File: src/rtl/regfile_pkg.sv
// regfile_pkg: shared instruction field positions, size defaults and index-width helper for regfile_sb
package regfile_pkg;

    localparam int XLEN_DEF = 32;
    localparam int NREG_DEF = 32;

    localparam int RD_LSB  = 7;
    localparam int RS1_LSB = 15;
    localparam int RS2_LSB = 20;
    localparam int FIELD_W = 5;

    // Register index width for a given register count
    function automatic int aw_of(input int n);
        return $clog2(n);
    endfunction

endpackage

File: src/rtl/regfile_scoreboard.sv
// regfile_scoreboard: busy-bit scoreboard, pending counter, sticky writeback error and issue hazard check
module regfile_scoreboard
    import regfile_pkg::*;
#(
    parameter int NREG   = NREG_DEF,
    parameter bit BYPASS = 1'b0,
    localparam int AW    = aw_of(NREG)
) (
    input  logic          clk,
    input  logic          reset_n,
    input  logic [AW-1:0] rs1,
    input  logic [AW-1:0] rs2,
    input  logic [AW-1:0] rd,
    input  logic          issue_valid,
    input  logic          rd_we,
    input  logic          wb_valid,
    input  logic [AW-1:0] wb_addr,
    output logic          issue_ready,
    output logic [AW:0]   pending,
    output logic          wb_err
);

    logic [NREG-1:0] busy;
    logic [NREG-1:0] clr_vec;
    logic [NREG-1:0] set_vec;
    logic            wb_hit;
    logic            hz1;
    logic            hz2;
    logic            hzd;
    logic            set_en;
    logic            inc;
    logic            dec;

    assign wb_hit = wb_valid && (wb_addr != '0);

    // Hazard detection: a busy source or destination stalls unless a bypassed writeback resolves it now
    always_comb begin
        hz1         = busy[rs1] && !(BYPASS && wb_hit && wb_addr == rs1);
        hz2         = busy[rs2] && !(BYPASS && wb_hit && wb_addr == rs2);
        hzd         = rd_we && busy[rd] && !(BYPASS && wb_hit && wb_addr == rd);
        issue_ready = !(hz1 || hz2 || hzd);
    end

    // Set/clear vectors and counter deltas; a set on the register being cleared wins
    always_comb begin
        set_en  = issue_valid && issue_ready && rd_we && (rd != '0);
        clr_vec = '0;
        set_vec = '0;
        clr_vec[wb_addr] = wb_hit;
        set_vec[rd]      = set_en;
        inc = set_en && !busy[rd];
        dec = wb_hit && busy[wb_addr] && !(set_en && rd == wb_addr);
    end

    // Scoreboard state: busy bits, popcount tracker and sticky error
    always_ff @(posedge clk or negedge reset_n) begin
        if (!reset_n) begin
            busy    <= '0;
            pending <= '0;
            wb_err  <= 1'b0;
        end else begin
            busy    <= (busy & ~clr_vec) | set_vec;
            pending <= pending + (AW+1)'(inc) - (AW+1)'(dec);
            wb_err  <= wb_err || (wb_hit && !busy[wb_addr]);
        end
    end

endmodule

File: src/rtl/regfile_sb.sv
// regfile_sb: register file with issue scoreboard; define REGFILE_SB_BYPASS_EN to forward writeback data to reads and hazards
module regfile_sb
    import regfile_pkg::*;
#(
    parameter int XLEN = XLEN_DEF,
    parameter int NREG = NREG_DEF,
    localparam int AW  = aw_of(NREG)
) (
    input  logic            clk,
    input  logic            reset_n,
    input  logic [31:0]     ir_i,
    input  logic            issue_valid_i,
    input  logic            rd_we_i,
    output logic            issue_ready_o,
    output logic [XLEN-1:0] ra_o,
    output logic [XLEN-1:0] rb_o,
    input  logic            wb_valid_i,
    input  logic [AW-1:0]   wb_addr_i,
    input  logic [XLEN-1:0] wb_data_i,
    output logic [AW:0]     pending_o,
    output logic            wb_err_o
);

`ifdef REGFILE_SB_BYPASS_EN
    localparam bit BYPASS = 1'b1;
`else
    localparam bit BYPASS = 1'b0;
`endif

    logic [XLEN-1:0] regs [NREG];
    logic [AW-1:0]   rs1;
    logic [AW-1:0]   rs2;
    logic [AW-1:0]   rd;
    logic            wb_hit;
    logic            unused_ok;

    assign rs1       = ir_i[RS1_LSB +: AW];
    assign rs2       = ir_i[RS2_LSB +: AW];
    assign rd        = ir_i[RD_LSB +: AW];
    assign wb_hit    = wb_valid_i && (wb_addr_i != '0);
    assign unused_ok = ^ir_i;

    // Storage: register 0 is never written so it stays at its reset value
    always_ff @(posedge clk or negedge reset_n) begin
        if (!reset_n) begin
            for (int i = 0; i < NREG; i++) regs[i] <= '0;
        end else if (wb_hit) begin
            regs[wb_addr_i] <= wb_data_i;
        end
    end

    // Read muxes: register 0 reads zero, optional same-cycle forwarding from the writeback port
    always_comb begin
        ra_o = (rs1 == '0) ? '0 : (BYPASS && wb_hit && wb_addr_i == rs1) ? wb_data_i : regs[rs1];
        rb_o = (rs2 == '0) ? '0 : (BYPASS && wb_hit && wb_addr_i == rs2) ? wb_data_i : regs[rs2];
    end

    regfile_scoreboard #(
        .NREG   (NREG),
        .BYPASS (BYPASS)
    ) u_sb (
        .clk         (clk),
        .reset_n     (reset_n),
        .rs1         (rs1),
        .rs2         (rs2),
        .rd          (rd),
        .issue_valid (issue_valid_i),
        .rd_we       (rd_we_i),
        .wb_valid    (wb_valid_i),
        .wb_addr     (wb_addr_i),
        .issue_ready (issue_ready_o),
        .pending     (pending_o),
        .wb_err      (wb_err_o)
    );

endmodule

File: config.mk
export PLATFORM = sky130hd
export DESIGN_NAME = regfile_sb
export DESIGN_NICKNAME = d
export VERILOG_FILES = /design/src/rtl/regfile_pkg.sv /design/src/rtl/regfile_scoreboard.sv /design/src/rtl/regfile_sb.sv
export SDC_FILE = /design/constraint.sdc
export NUM_CORES = 2
export LEC_CHECK = 0
export CORE_AREA = 2 2 527 320
export DETAILED_ROUTE_END_ITERATION = 12
export DIE_AREA = 0 0 529 322
export GPL_TIMING_DRIVEN = 0
export SLEW_MARGIN = 20
export SYNTH_ARGS = -nofsm -noshare
export SYNTH_HDL_FRONTEND = slang
export SYNTH_HIERARCHICAL = 1
export SYNTH_SLANG_ARGS = --single-unit
File: constraint.sdc
create_clock -name clk -period 3.2 [get_ports clk]
set_clock_uncertainty 0.05 [all_clocks]
set_input_delay 0.32 -clock clk [delete_from_list [all_inputs] [get_ports clk]]
set_output_delay 0.32 -clock clk [all_outputs]
set_load 0.02 [all_outputs]
==> Word level (Yosys, flattened, before mapping) <==
Index checks and enable logic that the tools add are counted.
{ "totals": {"register_bits": 1063, "input_bits": 74, "output_inout_bits": 72} }
{ "classes": {"add_sub_neg": 2, "order_cmp": 10, "n_eq_ne": 1, "muxes": 23, "bitwise_logic": 8, "reduce_logical": 24} }
{ "ops": {"columns": ["operator", "count"], "rows": [
  ["bitwise mux 1024 bit", 1],
  ["binary-select mux 32 bit (select 5 bit)", 2],
  ["two-way mux 32 bit", 7],
  ["demux 32 bit (select 5 bit)", 1],
  ["AND 32 bit", 3],
  ["NOT 32 bit", 1],
  ["bitwise OR 32 bit", 1],
  ["< comparator 5 x 6 -> 1 bit (second input constant)", 4],
  ["binary-select mux 1 bit (select 5 bit)", 4],
  [">= comparator 6 bit (second input constant)", 3],
  ["NOT 5 -> 6 bit", 3],
  ["logical AND 1 bit", 13],
  ["demux 1 bit (select 5 bit)", 2],
  [">= comparator 5 x 1 -> 1 bit (second input constant)", 2],
  ["logical NOT 5 bit", 2],
  ["nonzero test 5 bit", 2],
  ["adder 6 x 1 -> 6 bit", 1],
  ["< comparator 6 x 1 -> 1 bit (second input constant)", 1],
  ["two-way mux 1 bit", 6],
  ["subtractor 6 x 1 -> 6 bit", 1],
  ["== test 5 bit", 1],
  ["logical NOT 1 bit", 4],
  ["logical OR 1 bit", 3]
]} }

==> Longest topological paths before layout <==
{ "depth": {"word_depth": 12, "mapped_depth": 16, "depth_no_buf": 14} }

==> Hierarchy <==
Netlist, hierarchy kept.
{ "modules_own_cells": {"columns": ["mod", "n_inst", "cells_per_inst", "area_per_inst_um2", "seq_area_each_um2"], "rows": [
  ["regfile_sb", 1, 3620, 54363.4, 25624.6],
  ["regfile_scoreboard", 1, 310, 3179.3, 975.9]
]} }

==> Worst setup path after synthesis <==
OpenSTA, ideal clock, no wires.
{ "synth_timing": {"path_type": "in2reg", "from": "input ir_i[17]", "to": "register u_sb.pending[4]", "setup_ns": 0.080, "t_arrival_ns": 3.490, "required_ns": 3.070, "slack_ns": -0.420, "cell_stages": 15, "path_buffers": 2, "path_cell_list": "buf_2 > buf_2 > mux2i_1 > a21oi_1 > and3_2 > nor4_4 > o21ai_0 > or2_2 > ha_1 > inv_1 > ha_1 > fa_1 > a21o_1 > a21oi_1 > xnor2_1"} }
{ "synth_via": {"elab_chain_cells": 12, "word_cells_on_any_way": 14} }
{ "synth_lines": {"columns": ["element", "line", "source"], "rows": [
  ["from (decl)", "regfile_sb.sv:11", "input logic [31:0] ir_i,"],
  ["binary-select mux 1 bit (select 5 bit) (*)", "regfile_scoreboard.sv:38", "hz1 = busy[rs1] && !(BYPASS && wb_hit && wb_addr == rs1);"],
  ["two-way mux 1 bit (not written as such) (*)", "regfile_scoreboard.sv:38", null],
  ["logical OR 1 bit (*) (2 in a row)", "regfile_scoreboard.sv:41", "issue_ready = !(hz1 || hz2 || hzd);"],
  ["logical NOT 1 bit (*)", "regfile_scoreboard.sv:41", null],
  ["logical AND 1 bit (*) (3 in a row)", "regfile_scoreboard.sv:46", "set_en = issue_valid && issue_ready && rd_we && (rd != '0);"],
  ["parallel branches: the longest is 3 deep, another holds adder 6 x 1 -> 6 bit", null, null],
  ["subtractor 6 x 1 -> 6 bit (*)", "regfile_scoreboard.sv:63", "pending <= pending + (AW+1)'(inc) - (AW+1)'(dec);"],
  ["to (signal assigned)", "regfile_scoreboard.sv:63", null],
  ["to (decl)", "regfile_scoreboard.sv:19", "output logic [AW:0] pending,"]
]} }
Every way passes the cells marked *. The select of a mux whose other input is x is not followed.
A chain may end at the register's enable or synchronous reset.

==> Worst setup path after layout <==
{ "layout_timing": {"from": "register u_sb.busy[12]", "to": "register u_sb.pending[4]"} }
{ "layout_via": {"elab_chain_cells": 12, "word_cells_on_any_way": 23} }
{ "layout_lines": {"columns": ["element", "line", "source"], "rows": [
  ["from (decl)", "regfile_scoreboard.sv:23", "logic [NREG-1:0] busy;"],
  ["from (signal assigned)", "regfile_scoreboard.sv:62", "busy <= (busy & ~clr_vec) | set_vec;"],
  ["parallel branches: the longest is 11 deep, another holds adder 6 x 1 -> 6 bit", null, null],
  ["subtractor 6 x 1 -> 6 bit (*)", "regfile_scoreboard.sv:63", null]
]} }
Marks and branches as above.

==> out/metrics.csv <==
stage,metric,value,unit
worst_setup_path,critical path arrival,4090,ps
cts,clk_lat worst skew,760,ps
timing,final hold slack,-390,ps
synthesis,"Async S/R FF share, synth",100,%
synthesis,Post-synth top cells,"dfrtp_1, mux2_2, mux4_2",
timing,Final Setup Violations,23,
synthesis,YS warnings,6,
power,worst vdd ir,0.000488,V
global_route,gr ovfl total,0,
die,Die Y,322,microns
placed_design,Placed Cells incl. Taps,6244,
timing,final hold vios,129,
timing,Slew Limit Headroom,19.0,%
cts,clock-pin slew on the worst setup and hold paths,70,ps
synthesis,post-synth top area cell,dfrtp_1,
route,Pre-antenna DRT Iters,5,
synthesis,most frequent cell after synthesis,dfrtp_1,
die,die width,529,microns
global_route,vias in the first global route,40100,
timing,FMAX,287,MHz
worst_setup_path,Reg2Reg Capture Point,u_sb/pending[4]$_DFF_PN0_,
global_route,gr usage total,26.7,%
worst_setup_path,Crit Path Category,register to register,
placed_design,dpl ws,-2440,ps
synthesis,post-synthesis average cell area,14.6,sq um
route,Avg Vias per Cell,6.29,
synthesis,synth top area cells,"dfrtp_1, mux2_2, mux4_2, mux2i_1, clkbuf_1",
power,Power Dens Cells,619,nW/um^2
route,vias,40700,
synthesis,synth unique cells,69,
worst_setup_path,CP Capture Type,register,
final_layout,share of post-route cells with drive strength above 1,53.4,%
hold_path,Hold WC Path Type,input port to async pin,
synthesis,Synth Cell Area,57500,sq um
status,failing checks,"hold timing, setup timing",
status,status,finished with violations,
synthesis,post-synth top area share,46.2,%
die,I/O pins,146,
die,Die Outline Area,170000,sq um
final_layout,layout overhead on the synthesized area,17.6,%
synthesis,"EDFF count, synth",0,
timing,RSZ-0062 raised after global routing,yes,
cts,root buf cell,clkbuf_16,
synthesis,ys flop type,dfrtp_1,
power,Total Power,41.9,mW
synthesis,Synthesized Nets,4011,
placed_design,routability cong.,0.978,
timing,Slew Limit Fails,0,
global_route,largest net degree at the start of global routing,142,
global_route,first-pass GRT wire length,319000,microns
placed_design,IO Port Bufs,122,
synthesis,"flops & latches, synth",1063,
worst_setup_path,r2r startpoint,u_sb/busy[12]$_DFF_PN0_,
worst_setup_path,Setup crit start kind,register,
cts,TritonCTS sink count,1063,
worst_setup_path,cell depth of the worst flop-to-flop path,13,
placed_design,post-DP HPWL,167000,microns
power,LEAKAGE,28.3,nW
synthesis,"Seq/Total Area, Yosys",46.2,%
run,max-cap violation count,0,
timing,Slew @ Worst Pin,1210,ps
route,wire per inst,35.4,microns
final_layout,Finished Layout Cells,6469,
synthesis,Cells after Synth,3930,
worst_setup_path,CP required,3800,ps
timing,Final Cycle Share,109,%
worst_setup_path,reg2reg setup slack,-290,ps
cts,CTS Buf Count,109,
cts,Max clock buf depth,3,
global_route,initial antenna violation count,15,
die,row cnt,116,
cts,CTS tree,built,
route,Final ANT Viol Nets,0,
final_layout,nets,4267,
route,initial DRC count,5429,
cts,H-tree levels,3,
timing,PnR worst setup slack,-286,ps
die,core area,165000,sq um
worst_setup_path,CP Max Fanout,2,
route,final WL,229000,microns
die,initial core utilization,34.8,%
timing,fin crit period,3490,ps
route,residual DRC count,0,
-- stage by stage --
step	area, sq um	hold slack [ps]	setup TNS [ps]	util [%]
3_3_place_gp	61600	408	-	37.2
3_5_place_dp	61800	415	-265490	37.4
6_report	67700	-390	-1440	40.9
5_1_grt	67700	-348	-1500	40.9
2_1_floorplan	57600	-25.6	-164	-
4_1_cts	67400	-387	-676	40.8
-- report_power, final --
group	internal, mW	switching, mW
Sequential	16.0	2.04
Clock	7.72	5.99
Combinational	5.29	4.89
Total	29.0	12.9
-- cell type report --
| class | count | area [sq um] |
|---|---|---|
| clock inverter | 51 | 632 |
| multi-input combinational | 2402 | 30300 |
| inverter | 13 | 51.3 |
| clock buffer | 153 | 3120 |
| tap | 2183 | 2730 |
| fill | 15200 | 97800 |
| timing repair buffer | 148 | 1540 |
| antenna | 7 | 17.5 |
| buffer | 449 | 2700 |
| sequential | 1063 | 26600 |
-- how the worst max path moves through the flow --
stage | endpoint | start | slack [ps] | cells after the start
6_report | u_sb/pending[4]$_DFF_PN0_ | u_sb/busy[12]$_DFF_PN0_ | -290 | 13
5_1_grt | u_sb/pending[4]$_DFF_PN0_ | u_sb/busy[24]$_DFF_PN0_ | -400 | 13
3_3_place_gp | regs[10]$_DFFE_PN0P_ | reset_n | -48430 | 1
2_1_floorplan | u_sb/pending[4]$_DFF_PN0_ | ir_i[22] | -130 | 14
4_1_cts | u_sb/pending[4]$_DFF_PN0_ | u_sb/busy[24]$_DFF_PN0_ | -270 | 13
3_5_place_dp | ra_o[16] | ir_i[15] | -2440 | 9
-- sequential cells by signal (all words and copies together), names as in the netlist --
signal        cells
regs           1024
u_sb/busy        32
u_sb/pending      6
u_sb/wb_err       1
-- worst max-delay path: stages (launching register included) --
cell and delay, ps:
dfrtp_2 460, mux4_2 510, a22oi_2 270, o41ai_4 130, nor4_4 280, o21ai_1 120
or2_4 270, ha_4 260, inv_2 30, ha_4 160, fa_2 350, a21o_1 210
a21oi_2 130, xnor2_1 140
-- logic make-up after synthesis --
logic type	share of synthesized area (%)
AOI/OAI and AO/OA	5.77
xor gates and xnor gates	0.0761
adders and majority gates	0.165
buffers and inverters	3.66
DFF	46.2
muxes	41.7
and+or+nand+nor	2.44
-- cells in the final DEF, fill, tap and decap left out, types with 10 or more instances in the layout --
| master | instances |
|---|---|
| buf_2 | 116 |
| o21ai_0 | 119 |
| buf_4 | 79 |
| a211oi_1 | 11 |
| dlygate4sd2_1 | 14 |
| clkbuf_16 | 111 |
| nor2_1 | 20 |
| a211oi_2 | 17 |
| clkbuf_1 | 191 |
| buf_12 | 10 |
| clkbuf_2 | 42 |
| nand2_1 | 54 |
| dfrtp_1 | 1048 |
| dfrtp_2 | 15 |
| a22oi_1 | 32 |
| clkdlybuf4s15_2 | 28 |
| clkinv_2 | 25 |
| a211oi_4 | 36 |
| a311oi_1 | 18 |
| mux2_2 | 1052 |
| buf_16 | 10 |
| clkdlybuf4s50_1 | 49 |
| o21ai_1 | 47 |
| mux2i_1 | 154 |
| nor2b_1 | 76 |
| a221oi_1 | 47 |
| clkbuf_4 | 32 |
| buf_6 | 20 |
| mux2_1 | 10 |
| mux4_2 | 461 |
| clkbuf_8 | 28 |
| a22oi_2 | 37 |
| bufinv_16 | 11 |
| a311oi_2 | 40 |
| inv_1 | 11 |
-- what timing repair did --
action                                  in CTS  in global routing
hold endpoints to repair                   129                129
buffers inserted                            13                  4
gates resized for setup                    641                102
endpoints found under the setup margin      71                 68
pin swaps                                   54                 40
-- layer usage --
| metal | wire [microns] | part of all wire (%) | GRT usage, % |
|---|---|---|---|
| met5 | 363 | 0.16 | 0 |
| met4 | 6650 | 2.9 | 7.51 |
| met3 | 35400 | 15 | 14.7 |
| met2 | 88500 | 39 | 34.1 |
| met1 | 98500 | 43 | 38.0 |
Power figures use the tool's default switching activity.
